`config.mk`:
```
export PLATFORM = sky130hd
export DESIGN_NAME = serial_adder_flat
export DESIGN_NICKNAME = d
export VERILOG_FILES = /design/src/rtl/serial_adder_pkg.sv /design/src/rtl/serial_adder_if.sv /design/src/rtl/serial_adder_slice.sv /design/src/rtl/serial_adder.sv /design/src/flat_wrapper.sv
export SDC_FILE = /design/constraint.sdc
export NUM_CORES = 1
export LEC_CHECK = 0
export ABC_CLOCK_PERIOD_IN_PS = 3500
export CAP_MARGIN = 20
export CORE_ASPECT_RATIO = 1.4
export CORE_MARGIN = 2
export CORE_UTILIZATION = 45
export CTS_BUF_LIST = sky130_fd_sc_hd__clkbuf_8
export DETAILED_ROUTE_END_ITERATION = 10
export PLACE_DENSITY = 0.8
export SYNTH_ARGS = -nofsm -noshare
export SYNTH_HDL_FRONTEND = slang
export SYNTH_HIERARCHICAL = 1
export SYNTH_SLANG_ARGS = --single-unit
```
`constraint.sdc`:
```
create_clock -name clk -period 3.5 [get_ports clk]
set_clock_uncertainty 0.2 [all_clocks]
set_input_delay 0.7 -clock clk [delete_from_list [all_inputs] [get_ports clk]]
set_output_delay 0.7 -clock clk [all_outputs]
set_load 0.02 [all_outputs]
```
`src/rtl/serial_adder_pkg.sv`:
```
// Shared definitions for the serial adder: the FSM state encoding and the
// elaboration-time parameter check.
// Ports: none (package).
package arith_pkg;

    typedef enum logic [1:0] {
        IDLE = 2'd0,
        BUSY = 2'd1,
        DONE = 2'd2
    } state_t;

    // A legal configuration needs non-empty operands and chunks that exactly
    // tile the operand width.
    function automatic bit params_ok(input int width, input int chunk);
        return (width >= 1) && (chunk >= 1) && (chunk <= width) && ((width % chunk) == 0);
    endfunction

endpackage

```
`src/rtl/serial_adder_if.sv`:
```
// Operand and result handshakes of the serial adder, bundled in one interface.
// Ports (signals):
//   in_valid/in_ready     operand handshake
//   a, b, cin, sub        operands and mode
//   out_valid/out_ready   result handshake
//   sum, cout, ovf        result
// Modports: master = producer/consumer side, slave = the adder.
interface serial_adder_if #(parameter int WIDTH = 8);
    logic             in_valid;
    logic             in_ready;
    logic [WIDTH-1:0] a;
    logic [WIDTH-1:0] b;
    logic             cin;
    logic             sub;
    logic             out_valid;
    logic             out_ready;
    logic [WIDTH-1:0] sum;
    logic             cout;
    logic             ovf;

    modport master (
        output in_valid, a, b, cin, sub, out_ready,
        input  in_ready, out_valid, sum, cout, ovf
    );

    modport slave (
        input  in_valid, a, b, cin, sub, out_ready,
        output in_ready, out_valid, sum, cout, ovf
    );
endinterface

```
`src/rtl/serial_adder_slice.sv`:
```
// Combinational ripple of CHUNK full-adder cells.
// Ports:
//   a, b   in  CHUNK  operand chunks
//   ci     in  1      carry into bit 0
//   s      out CHUNK  chunk sum
//   co     out 1      carry out of the top bit
//   c_msb  out 1      carry into the top bit (for signed overflow)
module adder_slice #(
    parameter int CHUNK = 2
) (
    input  logic [CHUNK-1:0] a,
    input  logic [CHUNK-1:0] b,
    input  logic             ci,
    output logic [CHUNK-1:0] s,
    output logic             co,
    output logic             c_msb
);
    logic [CHUNK:0] c;

    always_comb begin
        c    = '0;
        s    = '0;
        c[0] = ci;
        for (int i = 0; i < CHUNK; i++) begin
            s[i]   = a[i] ^ b[i] ^ c[i];
            c[i+1] = (a[i] & b[i]) | (c[i] & (a[i] ^ b[i]));
        end
    end

    assign co    = c[CHUNK];
    assign c_msb = c[CHUNK-1];
endmodule

```
`src/rtl/serial_adder.sv`:
```
// Multi-cycle two's-complement adder/subtractor. Adds CHUNK bits per clock
// through adder_slice, keeping the inter-chunk carry in a flip-flop.
// Subtraction is a + ~b + 1: b is inverted at accept and the carry seeded to 1.
// Ports:
//   clk    in  clock, rising edge
//   rst_n  in  synchronous active-low reset
//   bus    serial_adder_if.slave (operand and result handshakes)
//
// state | meaning
// IDLE  | waiting for operands, in_ready high
// BUSY  | adding chunk k each cycle
// DONE  | result held until out_ready
module serial_adder
    import arith_pkg::*;
#(
    parameter int WIDTH = 8,
    parameter int CHUNK = 2
) (
    input  logic           clk,
    input  logic           rst_n,
    serial_adder_if.slave  bus
);
    localparam int NCH = WIDTH / CHUNK;
    localparam int KW  = (NCH > 1) ? $clog2(NCH) : 1;
    localparam logic [KW-1:0] K_LAST = KW'(NCH - 1);

    if (!params_ok(WIDTH, CHUNK)) begin : g_bad_params
        $error("serial_adder: WIDTH must be >= 1 and a multiple of CHUNK");
    end

    state_t           state;
    logic [KW-1:0]    k;
    logic             carry;
    logic [WIDTH-1:0] op_a;
    logic [WIDTH-1:0] op_b;
    logic [WIDTH-1:0] sum_r;
    logic             cout_r;
    logic             ovf_r;

    logic [CHUNK-1:0] slice_a;
    logic [CHUNK-1:0] slice_b;
    logic [CHUNK-1:0] slice_s;
    logic             slice_co;
    logic             slice_c_msb;

    assign slice_a = op_a[int'(k)*CHUNK +: CHUNK];
    assign slice_b = op_b[int'(k)*CHUNK +: CHUNK];

    adder_slice #(.CHUNK(CHUNK)) u_slice (
        .a     (slice_a),
        .b     (slice_b),
        .ci    (carry),
        .s     (slice_s),
        .co    (slice_co),
        .c_msb (slice_c_msb)
    );

    always_ff @(posedge clk) begin
        if (!rst_n) begin
            state  <= IDLE;
            k      <= '0;
            carry  <= 1'b0;
            op_a   <= '0;
            op_b   <= '0;
            sum_r  <= '0;
            cout_r <= 1'b0;
            ovf_r  <= 1'b0;
        end else begin
            case (state)
                IDLE: begin
                    if (bus.in_valid) begin
                        op_a  <= bus.a;
                        op_b  <= bus.sub ? ~bus.b : bus.b;
                        carry <= bus.sub ? 1'b1 : bus.cin;
                        k     <= '0;
                        state <= BUSY;
                    end
                end
                BUSY: begin
                    sum_r[int'(k)*CHUNK +: CHUNK] <= slice_s;
                    carry <= slice_co;
                    if (k == K_LAST) begin
                        // The last chunk holds the MSB, so its carries give cout/ovf.
                        cout_r <= slice_co;
                        ovf_r  <= slice_co ^ slice_c_msb;
                        k      <= '0;
                        state  <= DONE;
                    end else begin
                        k <= k + 1'b1;
                    end
                end
                DONE: begin
                    if (bus.out_ready) begin
                        state <= IDLE;
                    end
                end
                default: state <= IDLE;
            endcase
        end
    end

    // rst_n is the only combinational input-to-output path.
    assign bus.in_ready  = (state == IDLE) && rst_n;
    assign bus.out_valid = (state == DONE);
    assign bus.sum       = sum_r;
    assign bus.cout      = cout_r;
    assign bus.ovf       = ovf_r;
endmodule

```
`src/flat_wrapper.sv`:
```
// flat-port wrapper written by rule: the top's interface ports become plain ports
module serial_adder_flat import arith_pkg::*;
#(
    parameter int WIDTH = 8,
    parameter int CHUNK = 2
)
  (clk, rst_n, bus_in_valid, bus_a, bus_b, bus_cin, bus_sub, bus_out_ready, bus_in_ready, bus_out_valid, bus_sum, bus_cout, bus_ovf);
  serial_adder_if #(.WIDTH(WIDTH)) bus_i ();
  input  logic clk;
  input  logic rst_n;
  input wire logic [$bits(bus_i.in_valid)-1:0] bus_in_valid;
  input wire logic [$bits(bus_i.a)-1:0] bus_a;
  input wire logic [$bits(bus_i.b)-1:0] bus_b;
  input wire logic [$bits(bus_i.cin)-1:0] bus_cin;
  input wire logic [$bits(bus_i.sub)-1:0] bus_sub;
  input wire logic [$bits(bus_i.out_ready)-1:0] bus_out_ready;
  output wire logic [$bits(bus_i.in_ready)-1:0] bus_in_ready;
  output wire logic [$bits(bus_i.out_valid)-1:0] bus_out_valid;
  output wire logic [$bits(bus_i.sum)-1:0] bus_sum;
  output wire logic [$bits(bus_i.cout)-1:0] bus_cout;
  output wire logic [$bits(bus_i.ovf)-1:0] bus_ovf;
  assign bus_i.in_valid = bus_in_valid;
  assign bus_i.a = bus_a;
  assign bus_i.b = bus_b;
  assign bus_i.cin = bus_cin;
  assign bus_i.sub = bus_sub;
  assign bus_i.out_ready = bus_out_ready;
  assign bus_in_ready = bus_i.in_ready;
  assign bus_out_valid = bus_i.out_valid;
  assign bus_sum = bus_i.sum;
  assign bus_cout = bus_i.cout;
  assign bus_ovf = bus_i.ovf;
  serial_adder #(.WIDTH(WIDTH), .CHUNK(CHUNK)) u_core (.clk(clk), .rst_n(rst_n), .bus(bus_i));
endmodule
```
# Yosys cells after proc, flatten, opt, wreduce, memory -nomap -nowiden
# Cells that the tools add are included.
# word_totals
ff_bits	31
latch_bits	0
ram_bits	0
rom_bits	0
in_bits	22
output_inout_bits	12
elab_cells	51
memories	0
# classes
n_addsub	2
n_mul	0
div_mod_pow	0
order_cmp	0
eq_ne	6
shifts	4
mux	12
bitwise_logic	12
n_reduce_logical	7
# op_table
operator	count
3-bit negation with 33-bit output	1
2-bit by 33-bit variable shift with 8-bit output, first input constant	1
2-bit by 33-bit variable part select with 8-bit output	1
8-bit by 4-bit variable part select with 2-bit output	2
2-bit 2-to-1 mux	5
8-bit bitwise mux	1
8-bit 2-to-1 mux	1
8-bit NOT	1
2-bit case mux with 3 select lines	1
2-bit AND reduction	3
1-bit XOR	5
1-bit AND	4
2-bit equality test, second input constant	2
2-bit != test, second input constant	2
2-bit case mux with 2 select lines	1
3-bit AND reduction	1
2-bit by 1-bit adder with 2-bit output, second input constant	1
2-bit by 1-bit equality test with 1-bit output, second input constant	1
2-bit logical NOT	1
1-bit 2-to-1 mux	2
2-bit by 1-bit != test with 1-bit output, second input constant	1
1-bit OR	2
1-bit case mux with 2 select lines	1
2-bit nonzero test	1
1-bit logical AND	1

# Logic depth before layout (Yosys ltp)
# logic_depth
ltp_word	7
ltp_mapped	7
mapped_depth_nobuf	6

# Modules after synthesis
# The synthesis kept the hierarchy.
# by_module_without_submodules
module	n_inst	cells_per_inst	area_per_inst_um2	seq_area_each_um2
serial_adder	1	157	1510.2	620.6
adder_slice	1	2	40.0	0.0

# Worst setup path before layout
# OpenSTA, ideal clock, no wires.
# synth_timing
kind	reg2reg
startpoint	register u_core.k[0]
endpoint	register u_core.ovf_r, in the netlist u_core/bus.ovf
setup_ps	116
arrival_ps	2299
required_time_ps	3184
slack_ps	884
path_stages_with_launch	8
path_buffers	1
synth_period_minus_slack_ps	2616
path_cell_list	dfxtp_1 -> buf_2 -> mux4_2 -> fa_1 -> fa_1 -> xnor2_1 -> nand2_1 -> o211a_1
# synth_between
elab_chain_len	7
word_cells_on_any_way	13
classes_between	eq/ne (1); shift (2); bitwise (9); reduce/logical (1)
# synth_lines
element	line	rtl
start: declaration	serial_adder.sv:32	logic [KW-1:0] k;
start signal: assignment	serial_adder.sv:89	k <= k + 1'b1;
8-bit by 4-bit variable part select with 2-bit output (*)	serial_adder.sv:46	assign slice_a = op_a[int'(k)*CHUNK +: CHUNK];
net u_core.slice_a[0]	serial_adder.sv:40	logic [CHUNK-1:0] slice_a;
1-bit XOR	serial_adder_slice.sv:26	c[i+1] = (a[i] & b[i]) | (c[i] & (a[i] ^ b[i]));
1-bit AND	serial_adder_slice.sv:26	
1-bit OR (*)	serial_adder_slice.sv:26	
net u_core.slice_c_msb	serial_adder.sv:44	logic slice_c_msb;
1-bit AND (*)	serial_adder_slice.sv:26	
1-bit OR (*)	serial_adder_slice.sv:26	
net u_core.slice_co	serial_adder.sv:43	logic slice_co;
1-bit XOR (*)	serial_adder.sv:85	ovf_r <= slice_co ^ slice_c_msb;
end signal: assignment	serial_adder.sv:85	
end: declaration	serial_adder.sv:38	logic ovf_r;
# The timed path passes the listed nets; every way through them passes the cells marked *.
# A chain may end at the register's enable or synchronous reset.

# Worst setup path after layout
# layout_timing
startpoint	input rst_n
endpoint	output bus_in_ready
# layout_between
elab_chain_len	1
# layout_lines
element	line	rtl
start: declaration	flat_wrapper.sv:10	input logic rst_n;
1-bit logical AND	serial_adder.sv:103	assign bus.in_ready = (state == IDLE) && rst_n;
end: declaration	flat_wrapper.sv:17	output wire logic [$bits(bus_i.in_ready)-1:0] bus_in_ready;
# No other way between the ends.

==> impl_metrics.json <==
{
  "path_common_cell": "clkdlybuf4s50_1",
  "die_area_um2": 3940,
  "cp.arrival_ns": 2.02,
  "r2r_end": "u_core/bus.sum[7]",
  "required_ns": 2.60,
  "placement.io_buffers": 33,
  "cp_slowest_stage_delay_ns": 0.63,
  "finish.utilization": 0.583,
  "r2r_start": "u_core/k[0]",
  "ant_nets": 0,
  "crit_fanout": 3,
  "clkLatencyLatePin_ns": 0.29,
  "n_antenna_cell": 0,
  "fin_crit_sh": 0.834,
  "synth_compound_area_frac": 0.165,
  "min_period_ns": 2.92,
  "status": "complete, no violations",
  "start_kind": "primary input",
  "dpl.hpwl_mm": 2.51,
  "cp_top_family": "buffers and inverters",
  "hold_start": "u_core/op_a[7]",
  "drtPass1Iterations": 5,
  "crit_chain": "clkdlybuf4s50_1 -> nand2_1 -> nor2_1 -> clkdlybuf4s50_1",
  "grt_first_pass_wirelength_mm": 5.58,
  "drive_above_1_share": 0.0947,
  "die_h_um": 73.4,
  "slowest_stage": "clkdlybuf4s50_1",
  "power_uw": 771,
  "netlist_instances": 159,
  "ios": 34,
  "cts_setup_buffers": 0,
  "maxCapViolations": 0,
  "cts_buffers": 5,
  "antenna_found_initial": 0,
  "max_slew_margin": 0.434,
  "power_density_nw_per_um2": 395,
  "ff2ff_setup_slack_ns": 0.67,
  "clock_path_buffers": 2,
  "grt_max_degree": 35,
  "tightest_slew_ns": 0.848,
  "ys_seq_area_frac": 0.400,
  "ir_drop_v": 0.000283,
  "initial_core_util": 0.463,
  "p_leak_nw": 0.784,
  "hold_viol": 0,
  "cts.clk_slew.worst_paths_ns": 0.06,
  "netlist_area_um2": 1550,
  "drtIter0Drc": 36,
  "synth_top_family_by_area": "simple AND/OR/NAND/NOR gates",
  "num_rows": 25,
  "maxSlewViolCount": 0,
  "worstHoldPathCells": 2,
  "endpoint_kind": "primary output",
  "min-delay-path-class": "flip-flop to flip-flop",
  "cts_sinks": 31,
  "r2r_cells": 5,
  "vias": 1303,
  "grt_pass1_vias": 1330,
  "totalWireLength_mm": 3.37,
  "num-fill-cells": 290,
  "vias_per_cell": 5.67,
  "synth-seq-cells": 31,
  "drc_errors": 0,
  "grtUsageTotal": 0.198,
  "area_growth_pct": 25.9,
  "syn-num-nets": 188,
  "ys_types": 36,
  "rsz0062_at_grt": "no",
  "ctsHtreeMaxLevel": 2,
  "routedWlPerCell_um": 14.7,
  "core_area_um2": 3350,
  "max_freq_ghz": 0.343,
  "cts_resized": 0,
  "root_buffer": "clkbuf_8",
  "cts_hold_buf": 0,
  "overflow": 0,
  "synthSimpleGateAreaFrac": 0.194,
  "gp_congestion": 0.861,
  "die_w_um": 53.6,
  "fin_tns_setup_ns": 0,
  "avgSynthCellArea_um2": 9.75,
  "hold_path_end": "u_core/op_a[7]",
  "setup_viol": 0,
  "cts_tree": "done",
  "muxShareOfSynthArea": 0.0710,
  "timing.critical_path.buf_inv": 2,
  "nNetsFinal": 218,
  "yosys_warnings": 6,
  "synthAdderAreaFrac": 0.0662,
  "critPathKind": "primary input to primary output",
  "synthXorXnorAreaFrac": 0.0508
}
[registers in the layout, summed over array words and instances (netlist names)]
name / count
u_core/bus.cout: 1
u_core/bus.ovf: 1
u_core/bus.sum: 8
u_core/carry: 1
u_core/k: 2
u_core/op_a: 8
u_core/op_b: 8
u_core/state: 2
[cells in the mapped netlist (all sizes together)]
library cell  count  share of area
xnor2             9          0.051
mux2i             2          0.013
nor2              4         0.0097
nor3b             2          0.017
buf               7          0.034
nand3             4          0.016
and3              1         0.0048
clkbuf            4         0.0097
or3b              1         0.0057
nor3              1         0.0032
inv               4         0.0097
nand2            37          0.090
and3b             3          0.021
o22ai             8          0.036
o21bai            1         0.0048
dfxtp            31           0.40
nand4b            1         0.0057
nand3b            1         0.0048
a21boi            8          0.039
a22oi             1         0.0048
o211a             9          0.058
fa                2          0.026
o21ai             2         0.0065
nand4             1         0.0040
o21a              2         0.0097
nor2b             3          0.012
mux4              4          0.058
a32oi             1         0.0057
ha                5          0.040
[per-layer routing]
metal | vias to the layer above | part of all wire | wire length, um | global-route usage
li1 | 608 | - | - | -
met1 | 628 | 0.38 | 1270 | 0.197
met2 | 56 | 0.53 | 1800 | 0.343
met3 | 11 | 0.059 | 199 | 0.0610
met4 | 0 | 0.030 | 102 | 0.128
met5 | - | 0 | 0 | 0
[through the flow]
step | setup WS (ns) | cell area, um2 | cells | hold slack, ns
4_1_cts | 0.580 | 1950 | 230 | 0.269
6_report | 0.582 | 1950 | 230 | 0.267
2_1_floorplan | 0.884 | 1550 | 159 | 0.232
3_5_place_dp | 0.597 | 1870 | 222 | 0.261
5_1_grt | 0.515 | 1950 | 230 | 0.293
3_3_place_gp | 0.591 | 1870 | 222 | 0.247
[kinds of logic (layout without fill, tap and decap cells)]
| logic type | count (synthesis) | after routing |
|---|---|---|
| simple gates | 59 | 59 |
| compound gates | 32 | 32 |
| flops | 31 | 31 |
| buf+inv | 15 | 46 |
| xor+xnor | 9 | 9 |
| fa+ha+maj | 7 | 7 |
| mux | 6 | 6 |
[final cells by class]
class | count | area (um2) | area share
Clock buffer | 5 | 68.8 | 0.0353
Clock inverter | 3 | 12.5 | 0.00641
Sequential cell | 31 | 621 | 0.318
Tap cell | 40 | 50.0 | 0.0256
Inverter | 4 | 15.0 | 0.00769
Timing Repair Buffer | 34 | 338 | 0.173
Multi-Input combinational cell | 113 | 847 | 0.434
[placed cells by master (no fill, tap or decap), drive strengths merged, types with 3 or more instances in the layout]
cell	instances
xnor2	9
ha	5
inv	6
dfxtp	31
clkbuf	5
mux4	4
and3b	3
nor2b	3
o211a	9
nand3	4
nand2	37
a21boi	8
clkdlybuf4s50	33
nor2	4
o22ai	8
[report_power, final]
part | switching [mW] | internal (mW) | leakage [nW] | total [mW]
Sequential | 0.0168 | 0.371 | 0.254 | 0.388
Combinational | 0.0542 | 0.0672 | 0.480 | 0.121
Clock | 0.129 | 0.133 | 0.0505 | 0.262
Total | 0.200 | 0.571 | 0.784 | 0.771
[worst max-delay path by stage]
stage / start / endpoint / slack, ns / cells after the start
finish: rst_n / bus_in_ready / 0.58 / 4
global route: u_core/k[0] / u_core/bus.sum[7] / 0.52 / 5
CTS: rst_n / bus_in_ready / 0.58 / 4
detailed placement: rst_n / bus_in_ready / 0.60 / 4
global placement: rst_n / bus_in_ready / 0.59 / 4
floorplan: u_core/k[0] / u_core/bus.ovf / 0.88 / 7
[worst register-to-register path: stages (launching register included)]
cell and delay, ns:
dfxtp_1 0.62, mux4_2 0.59, fa_1 0.48, fa_1 0.53, nand3_1 0.12, o22ai_1 0.21
Power figures use the tool's default switching activity.
